[src/rtl/wbdbgbus_pkg.sv]
// Shared wbdbgbus constants and types, including the Wishbone splitter FSM
// state encoding and its address decode helper.
package wbdbgbus_pkg;

  localparam int WB_ADDR_W            = 32;
  localparam int WB_DATA_W            = 32;
  localparam int DEFAULT_TIMEOUT_CLKS = 1024;

  typedef enum logic [1:0] {
    SPL_IDLE,
    SPL_ISSUE,
    SPL_WAIT,
    SPL_UNMAP
  } splitter_state_t;

  typedef enum logic [1:0] {
    SEL_NONE,
    SEL_S0,
    SEL_S1
  } slave_sel_t;

  // Slave 0 is checked first so that it takes priority when the windows overlap.
  function automatic slave_sel_t decode_slave(
    input logic [WB_ADDR_W-1:0] addr,
    input logic [WB_ADDR_W-1:0] s0_base,
    input logic [WB_ADDR_W-1:0] s0_mask,
    input logic [WB_ADDR_W-1:0] s1_base,
    input logic [WB_ADDR_W-1:0] s1_mask
  );
    slave_sel_t sel;
    sel = SEL_NONE;
    if ((addr & s0_mask) == s0_base) begin
      sel = SEL_S0;
    end else if ((addr & s1_mask) == s1_base) begin
      sel = SEL_S1;
    end
    return sel;
  endfunction

endpackage

[src/rtl/wbdbgbus_wb_splitter.sv]
// Routes single Wishbone transactions from the debug-bus master to one of two
// slaves, with unmapped-address errors, a response timeout and master abort.
module wbdbgbus_wb_splitter
  import wbdbgbus_pkg::*;
#(
  parameter logic [WB_ADDR_W-1:0] S0_BASE      = 32'h0000_0000,
  parameter logic [WB_ADDR_W-1:0] S0_MASK      = 32'hFFFF_FF80,
  parameter logic [WB_ADDR_W-1:0] S1_BASE      = 32'h0001_0000,
  parameter logic [WB_ADDR_W-1:0] S1_MASK      = 32'hFFFF_0000,
  parameter int                   TIMEOUT_CLKS = DEFAULT_TIMEOUT_CLKS
) (
  input  logic                 i_clk,
  input  logic                 i_rst_n,

  input  logic                 i_wb_cyc,
  input  logic                 i_wb_stb,
  input  logic                 i_wb_we,
  input  logic [WB_ADDR_W-1:0] i_wb_addr,
  input  logic [WB_DATA_W-1:0] i_wb_data,
  output logic                 o_wb_ack,
  output logic                 o_wb_err,
  output logic                 o_wb_stall,
  output logic [WB_DATA_W-1:0] o_wb_data,

  output logic                 o_s0_cyc,
  output logic                 o_s0_stb,
  output logic                 o_s0_we,
  output logic [WB_ADDR_W-1:0] o_s0_addr,
  output logic [WB_DATA_W-1:0] o_s0_data,
  input  logic                 i_s0_ack,
  input  logic                 i_s0_err,
  input  logic                 i_s0_stall,
  input  logic [WB_DATA_W-1:0] i_s0_data,

  output logic                 o_s1_cyc,
  output logic                 o_s1_stb,
  output logic                 o_s1_we,
  output logic [WB_ADDR_W-1:0] o_s1_addr,
  output logic [WB_DATA_W-1:0] o_s1_data,
  input  logic                 i_s1_ack,
  input  logic                 i_s1_err,
  input  logic                 i_s1_stall,
  input  logic [WB_DATA_W-1:0] i_s1_data
);

  localparam int              CNT_W    = $clog2(TIMEOUT_CLKS + 1);
  localparam logic [CNT_W-1:0] CNT_TERM = CNT_W'(TIMEOUT_CLKS - 1);
  localparam logic [CNT_W-1:0] CNT_MAX  = CNT_W'(TIMEOUT_CLKS);

  splitter_state_t r_state, w_state_nxt;

  logic                 r_sel_s1;
  logic                 r_we;
  logic [WB_ADDR_W-1:0] r_addr;
  logic [WB_DATA_W-1:0] r_wdata;
  logic [CNT_W-1:0]     r_cnt;

  logic                 r_ack, r_err, r_stall;
  logic [WB_DATA_W-1:0] r_rdata;

  logic                 w_ack_nxt, w_err_nxt, w_latch, w_busy;
  logic [WB_DATA_W-1:0] w_rdata_nxt;
  slave_sel_t           w_dec;

  logic                 w_s_ack, w_s_err, w_s_stall;
  logic [WB_DATA_W-1:0] w_s_data;

  assign w_dec = decode_slave(i_wb_addr, S0_BASE, S0_MASK, S1_BASE, S1_MASK);
  assign w_busy = (r_state == SPL_ISSUE) || (r_state == SPL_WAIT);

  // Only the latched target's response lines are ever looked at.
  assign w_s_ack   = r_sel_s1 ? i_s1_ack   : i_s0_ack;
  assign w_s_err   = r_sel_s1 ? i_s1_err   : i_s0_err;
  assign w_s_stall = r_sel_s1 ? i_s1_stall : i_s0_stall;
  assign w_s_data  = r_sel_s1 ? i_s1_data  : i_s0_data;

  always_ff @(posedge i_clk or negedge i_rst_n) begin
    if (!i_rst_n) begin
      r_state <= SPL_IDLE;
    end else begin
      r_state <= w_state_nxt;
    end
  end

  // Response priority while busy: abort, then err, then ack, then timeout.
  always_comb begin
    w_state_nxt = r_state;
    w_ack_nxt   = 1'b0;
    w_err_nxt   = 1'b0;
    w_rdata_nxt = '0;
    w_latch     = 1'b0;
    case (r_state)
      SPL_IDLE: begin
        if (i_wb_cyc && i_wb_stb) begin
          w_latch = 1'b1;
          if (w_dec == SEL_NONE) begin
            w_state_nxt = SPL_UNMAP;
            w_err_nxt   = 1'b1;
          end else begin
            w_state_nxt = SPL_ISSUE;
          end
        end
      end
      SPL_ISSUE, SPL_WAIT: begin
        if (!i_wb_cyc) begin
          w_state_nxt = SPL_IDLE;
        end else if (w_s_err) begin
          w_state_nxt = SPL_IDLE;
          w_err_nxt   = 1'b1;
        end else if (w_s_ack) begin
          w_state_nxt = SPL_IDLE;
          w_ack_nxt   = 1'b1;
          w_rdata_nxt = w_s_data;
        end else if (r_cnt == CNT_TERM) begin
          w_state_nxt = SPL_IDLE;
          w_err_nxt   = 1'b1;
        end else if ((r_state == SPL_ISSUE) && !w_s_stall) begin
          w_state_nxt = SPL_WAIT;
        end
      end
      SPL_UNMAP: begin
        w_state_nxt = SPL_IDLE;
      end
      default: begin
        w_state_nxt = SPL_IDLE;
      end
    endcase
  end

  always_ff @(posedge i_clk or negedge i_rst_n) begin
    if (!i_rst_n) begin
      r_sel_s1 <= 1'b0;
      r_we     <= 1'b0;
      r_addr   <= '0;
      r_wdata  <= '0;
    end else if (w_latch) begin
      r_sel_s1 <= (w_dec == SEL_S1);
      r_we     <= i_wb_we;
      r_addr   <= i_wb_addr;
      r_wdata  <= i_wb_data;
    end
  end

  // Counter is held at zero in IDLE, so it always starts from zero on ISSUE entry.
  always_ff @(posedge i_clk or negedge i_rst_n) begin
    if (!i_rst_n) begin
      r_cnt <= '0;
    end else if (r_state == SPL_IDLE) begin
      r_cnt <= '0;
    end else if (w_busy && (r_cnt != CNT_MAX)) begin
      r_cnt <= r_cnt + CNT_W'(1);
    end
  end

  always_ff @(posedge i_clk or negedge i_rst_n) begin
    if (!i_rst_n) begin
      r_ack   <= 1'b0;
      r_err   <= 1'b0;
      r_stall <= 1'b0;
      r_rdata <= '0;
    end else begin
      r_ack   <= w_ack_nxt;
      r_err   <= w_err_nxt;
      r_stall <= (w_state_nxt != SPL_IDLE);
      r_rdata <= w_rdata_nxt;
    end
  end

  assign o_wb_ack   = r_ack;
  assign o_wb_err   = r_err;
  assign o_wb_stall = r_stall;
  assign o_wb_data  = r_rdata;

  assign o_s0_cyc  = w_busy && !r_sel_s1;
  assign o_s0_stb  = (r_state == SPL_ISSUE) && !r_sel_s1;
  assign o_s0_we   = r_we;
  assign o_s0_addr = r_addr;
  assign o_s0_data = r_wdata;

  assign o_s1_cyc  = w_busy && r_sel_s1;
  assign o_s1_stb  = (r_state == SPL_ISSUE) && r_sel_s1;
  assign o_s1_we   = r_we;
  assign o_s1_addr = r_addr;
  assign o_s1_data = r_wdata;

endmodule

[config.mk]
export PLATFORM = sky130hd
export DESIGN_NAME = wbdbgbus_wb_splitter
export DESIGN_NICKNAME = d
export VERILOG_FILES = /design/src/rtl/wbdbgbus_pkg.sv /design/src/rtl/wbdbgbus_wb_splitter.sv
export SDC_FILE = /design/constraint.sdc
export NUM_CORES = 1
export LEC_CHECK = 0
export ABC_AREA = 1
export ABC_CLOCK_PERIOD_IN_PS = 1700
export BUFFER_PORTS_ARGS = -buffer_cell sky130_fd_sc_hd__buf_4
export CORE_MARGIN = 5
export CORE_UTILIZATION = 45
export CTS_BUF_LIST = sky130_fd_sc_hd__clkbuf_8 sky130_fd_sc_hd__clkbuf_16
export DETAILED_ROUTE_END_ITERATION = 10
export PLACE_DENSITY = 0.92
export SLEW_MARGIN = 20
export SYNTH_ARGS = -nofsm -noshare
export SYNTH_HDL_FRONTEND = slang
export SYNTH_SLANG_ARGS = --single-unit
[constraint.sdc]
create_clock -name i_clk -period 1.7 [get_ports i_clk]
set_input_delay 0.34 -clock i_clk [delete_from_list [all_inputs] [get_ports i_clk]]
set_output_delay 0.34 -clock i_clk [all_outputs]
set_load 0.02 [all_outputs]
# Word level (Yosys, flattened, before mapping)
# Index checks and enable logic that the tools add are counted.
totals:
  elab_cells: 67
  register_bits: 114
  in_bits: 139
op_classes:
  add_sub_neg: 1
  reduce_logical: 16
  eq_ne: 7
  mux: 33
ops:
  columns: ["op", "n"]
  rows:
  - ["32-bit two-way mux", 5]
  - ["32-bit zero test", 1]
  - ["11-bit two-way mux", 2]
  - ["2-bit two-way mux", 9]
  - ["16-bit by 1-bit equality test with 1-bit output, second input constant", 1]
  - ["1-bit two-way mux", 15]
  - ["11-bit by 1-bit adder with 11-bit output, second input constant", 1]
  - ["11-bit by 10-bit equality test with 1-bit output, second input constant", 1]
  - ["11-bit != test, second input constant", 1]
  - ["1-bit logical AND", 7]
  - ["2-bit equality test, second input constant", 3]
  - ["2-bit case mux with 3 select lines", 1]
  - ["2-bit zero test", 2]
  - ["2-bit nonzero test", 2]
  - ["2-bit by 1-bit equality test with 1-bit output, second input constant", 1]
  - ["1-bit zero test", 2]
  - ["1-bit case mux with 2 select lines", 1]
  - ["2-bit OR reduction", 1]
  - ["1-bit logical OR", 1]

# Longest topological paths before layout
depth:
  depth_word: 10
  ltp_mapped: 10
  depth_no_buf: 10

# Least setup slack after synthesis
# OpenSTA, ideal clock, no wires.
synth_path:
  path_kind: "register -> register"
  from: "register r_state[1]"
  to: "register r_stall (netlist: o_wb_stall)"
  synth_period_minus_slack_ns: 1.568
  slack_ns: 0.132
  stages_incl_launch_ff: 11
  t_required_ns: 1.573
  n_path_buf: 0
  setup_ns: 0.127
  arrival_ns: 1.441
  cell_sequence: "dfrtp_1 inv_1 ha_1 inv_1 nor2_1 nand2_1 and2_0 nand3_1 nand2_1 nand2_1 nand3_1"
synth_between:
  elab_chain_len: 9
  word_cells_on_any_way: 14
  cone_classes: "eq/ne: 3; mux: 7; reduce/logical: 4"
synth_lines:
  columns: ["element", "line_no", "rtl"]
  rows:
  - ["start: declaration", "wbdbgbus_wb_splitter.sv:50", "splitter_state_t r_state, w_state_nxt;"]
  - ["start signal: assignment", "wbdbgbus_wb_splitter.sv:81", "r_state <= w_state_nxt;"]
  - ["2-bit by 1-bit equality test with 1-bit output", "wbdbgbus_wb_splitter.sv:92, wbdbgbus_wb_splitter.sv:117", null]
  - ["1-bit logical AND", "wbdbgbus_wb_splitter.sv:117", "end else if ((r_state == SPL_ISSUE) && !w_s_stall) begin"]
  - ["2-bit two-way mux", "wbdbgbus_wb_splitter.sv:117", null]
  - ["2-bit two-way mux", "wbdbgbus_wb_splitter.sv:114", "end else if (r_cnt == CNT_TERM) begin"]
  - ["2-bit two-way mux", "wbdbgbus_wb_splitter.sv:110", "end else if (w_s_ack) begin"]
  - ["2-bit two-way mux", "wbdbgbus_wb_splitter.sv:107", "end else if (w_s_err) begin"]
  - ["2-bit two-way mux", "wbdbgbus_wb_splitter.sv:105", "if (!i_wb_cyc) begin"]
  - ["2-bit case mux with 3 select lines *", "wbdbgbus_wb_splitter.sv:92", "case (r_state)"]
  - ["2-bit nonzero test *", "wbdbgbus_wb_splitter.sv:164", "r_stall <= (w_state_nxt != SPL_IDLE);"]
  - ["end signal: assignment", "wbdbgbus_wb_splitter.sv:164", null]
  - ["end: declaration", "wbdbgbus_wb_splitter.sv:58", "logic r_ack, r_err, r_stall;"]
# Every way passes the cells marked *; elsewhere a longest branch is shown, timed or not.
# A chain may end at the register's enable or synchronous reset.

# Worst setup path in the final report
layout_path:
  from: "register r_state[1]"
  to: "output port o_s0_cyc"
layout_between:
  elab_chain_len: 3
  word_cells_on_any_way: 4
  cone_classes: "eq/ne: 2; reduce/logical: 2"
layout_lines:
  columns: ["element", "line_no", "rtl"]
  rows:
  - ["2-bit by 1-bit equality test with 1-bit output / 2-bit equality test (equally long branches)", "wbdbgbus_wb_splitter.sv:69", "assign w_busy = (r_state == SPL_ISSUE) || (r_state == SPL_WAIT);"]
  - ["1-bit logical OR *", "wbdbgbus_wb_splitter.sv:69", null]
  - ["1-bit logical AND *", "wbdbgbus_wb_splitter.sv:174", "assign o_s0_cyc = w_busy && !r_sel_s1;"]
  - ["end: declaration", "wbdbgbus_wb_splitter.sv:25", "output logic o_s0_cyc,"]
# Marked as above.

==> summary.txt <==
Worst hold path
  – Class of the tightest hold or removal check: in2reg
  – Min-Delay Startpoint: i_wb_data[31]
  – Worst Hold Endpoint: o_s0_data[31]
  – Cell depth of the worst min-delay path: 3

CTS
  – Buffer levels on the longest clock path: 2
  – Worst-skew pair later-pin latency: 400 ps
  – Num Clock Sinks: 114
  – Clock transition time at the flip-flop clock pins of the worst setup and hold paths: 60 ps
  – H-tree depth reported by CTS: 4
  – TritonCTS clock tree: yes
  – Cts bufs inserted: 17
  – Root buffer cell: sky130_fd_sc_hd__clkbuf_16

Logic synthesis
  – Count of different cell masters after synthesis: 22
  – Post-synthesis average cell area: 8.31 um2
  – Warning count from the yosys run: 0
  – Post-synthesis cell area: 5640 um2
  – Count of mapped cells out of synthesis: 678
  – Post-synthesis sequential area ratio: 50.6%
  – FF+latch count, synth: 114
  – Syn_nets: 822

Cells and area
  – Leading cell type in the layout, fill and taps excluded: sky130_fd_sc_hd__buf_4
  – Net count of the finished layout: 1077
  – Area of the multi-input gates: 2000 um2
  – Fill cell count: 902
  – Fraction of layout instances using a drive strength above 1: 43.7%
  – Post-layout instance area: 8400 um2
  – Most frequent cells in the layout: sky130_fd_sc_hd__buf_4, sky130_fd_sc_hd__nand2_1, sky130_fd_sc_hd__dfrtp_1
  – Final antenna diode count: 0
  – Sequential Area: 2850 um2
  – Final standard cell utilization of the core: 69.0%
  – Area added between synthesis and finish: 49.0%

Placed design
  – HPWL Detailed: 14.1 mm
  – Cell area after placement: 7650 um2
  – Final RePlAce weighted congestion: 0.869
  – Port-buffer cells: 307

Floorplanning
  – Number of core rows: 40
  – Floorplan die height: 122 um
  – Floorplan Core Area: 12200 um2
  – Initial cell density of the core: 46.3%
  – Die Outline Area: 14900 um2
  – Top-Level Pins: 308
  – Chip Width: 122 um

Power
  – Fraction of power consumed by combinational cells: 45.9%
  – Worst vdd rail ir drop: 798 uV
  – Cell-internal power: 8980 uW
  – Power density of the placed cells: 1770 nW/um2
  – Total net switching power: 5900 uW
  – Fraction of power consumed by the clock network: 25.3%
  – Proportion of power drawn by flip-flops and latches: 28.8%
  – Static leakage power: 0.00462 uW
  – Fraction of power spent switching nets: 39.7%

GRT
  – Via count of the first global-routing pass: 5390
  – Wire length of the first global-routing pass: 27.6 mm
  – Initial antenna violation count: 0
  – Overflow left after global routing: 0
  – GR Util All Layers: 24.0%
  – Pin count of the biggest net entering global routing: 59

STA
  – Highest clock rate: 575 MHz
  – Minimum setup slack in the final design: -38.5 ps
  – Final hold viol count: 0
  – Final critical-path share of the clock period: 102%
  – Final-layout setup total negative slack: -54.8 ps
  – Shortest period the worst path allows: 1740 ps
  – Unrepaired setup endpoints after global routing: true
  – Relative slew slack: 78.4%
  – Worst clock skew on the final layout: 9.03 ps
  – Max Transition Viols Final: 0
  – Setup-violating endpoint count in the final report: 3
  – Measured slew at the worst slew-check pin: 324 ps

Drt
  – Final antenna-violating net count: 0
  – Remaining design rule violation count: 0
  – Number of DRC markers in iteration 0: 391
  – Initial DRT Pass Iterations: 4
  – Total number of vias: 5325
  – Vias/cell: 4.78
  – Wirelength per Cell: 16.4 um
  – Aggregate routed wire length: 18.3 mm

Critical path
  – Sort of element at the end of the critical path: primary output
  – Type of the worst setup path: reg2out
  – Critical Path Start Type: flip-flop
  – R2R depth: 10
  – Startpoint of the most critical register-to-register path: r_state[1]
  – Critical path peak fanout: 4
  – Setup slack of the most critical reg-to-reg path: 60 ps
  – Critical register-to-register path endpoint: r_cnt[10]
  – Critical path required time: 1360 ps
  – Data arrival time of the worst path: 1400 ps

Status
  – Status: finished with violations
  – Violated checks: negative setup slack

Run
  – Number of max-cap violations: 0
==> sequential cells by signal, indices dropped and copies added (netlist names) <==
register / count
o_s0_addr: 32
o_s0_data: 32
o_wb_ack: 1
r_sel_s1: 1
o_wb_stall: 1
o_wb_err: 1
r_cnt: 11
r_state: 2
o_s0_we: 1
o_wb_data: 32
==> cell families after synthesis <==
logic type	share of synthesized area, %
compound gates	6.53
xor+xnor	0.466
fa+ha+maj	1.11
buf+inv	14.8
flops	50.6
simple gates	26.5
==> worst max-delay path: stages, from the launching register on <==
cell                      delay, ps
sky130_fd_sc_hd__dfrtp_1        370
sky130_fd_sc_hd__inv_2           80
sky130_fd_sc_hd__ha_4           310
sky130_fd_sc_hd__inv_4           40
sky130_fd_sc_hd__nor2_4          80
sky130_fd_sc_hd__buf_6          120
==> power groups by stage <==
stage          logic [uW]  clock network (uW)  registers, uW
2_1_floorplan        3290                   0           5150
3_3_place_gp         6480                   0           4290
3_5_place_dp         6640                   0           4310
4_1_cts              6820                3810           4290
5_1_grt              7240                3970           4390
6_report             6830                3770           4290
==> through the flow <==
stage | hold slack, ps | std cells | setup slack [ps] | total power, uW
2_1_floorplan | 44.4 | 678 | 132 | 8450
3_3_place_gp | 371 | 1074 | 164 | 10800
3_5_place_dp | 373 | 1074 | 42.4 | 10900
4_1_cts | 123 | 1110 | -47.7 | 14900
5_1_grt | 120 | 1113 | -85.0 | 15600
6_report | 138 | 1113 | -38.5 | 14900
==> per-layer routing <==
| layer | vias to the layer above | track usage (%) | share of wire (%) |
|---|---|---|---|
| li1 | 2547 | - | - |
| met1 | 2500 | 24.9 | 34 |
| met2 | 251 | 43.8 | 53 |
| met3 | 27 | 9.42 | 11 |
| met4 | 0 | 8.33 | 2.1 |
| met5 | - | 0 | 0 |
==> synth_stat cells <==
cell / n / share of area, %
sky130_fd_sc_hd__ha_1: 5 / 1.1
sky130_fd_sc_hd__inv_2: 6 / 0.40
sky130_fd_sc_hd__xor2_1: 3 / 0.47
sky130_fd_sc_hd__buf_2: 1 / 0.089
sky130_fd_sc_hd__nor2_2: 1 / 0.11
sky130_fd_sc_hd__nand4_1: 11 / 1.2
sky130_fd_sc_hd__nand2_1: 300 / 20
sky130_fd_sc_hd__nand3_1: 20 / 1.8
sky130_fd_sc_hd__o21ai_0: 17 / 1.5
sky130_fd_sc_hd__a21oi_1: 4 / 0.36
sky130_fd_sc_hd__buf_6: 9 / 1.8
sky130_fd_sc_hd__nor2_1: 32 / 2.1
sky130_fd_sc_hd__nand3_2: 2 / 0.36
sky130_fd_sc_hd__nor2_4: 3 / 0.60
sky130_fd_sc_hd__nor3_1: 2 / 0.18
sky130_fd_sc_hd__clkbuf_1: 11 / 0.73
sky130_fd_sc_hd__buf_4: 71 / 9.5
sky130_fd_sc_hd__inv_1: 34 / 2.3
sky130_fd_sc_hd__dfrtp_1: 114 / 51
sky130_fd_sc_hd__a21oi_2: 30 / 4.7
sky130_fd_sc_hd__buf_1: 1 / 0.067
sky130_fd_sc_hd__and2_0: 1 / 0.11
==> worst max path at each step <==
stage                     startpoint             to  slack, ps  cells past startpoint
after CTS                 r_state[1]       o_s0_cyc        -50                      5
after detailed placement  r_state[1]  o_wb_data[31]         40                      9
final                     r_state[1]       o_s0_cyc        -40                      5
after global routing      r_state[1]       o_s0_cyc        -80                      5
after floorplan           r_state[1]     o_wb_stall        130                     10
after global placement      r_cnt[0]      r_cnt[10]        160                      9
==> repair_timing <==
item / CTS / global route
hold endpoints to repair: 114 / 0
hold buffers: 1 / 0
buffers inserted: 4 / 3
setup endpoints to repair: 4 / 16
pin swaps: 2 / 7
resized for setup: 12 / 9
==> area by class of cell <==
cell class	count	share of cell area, %
timing repair buffer	329	30.5
clock buffer	17	5.07
sequential	114	34.0
clock inverter	14	2.35
inverter	40	1.82
multi-input combinational	431	23.8
tap	168	2.50
No activity file was read; power rests on OpenSTA's default activity.
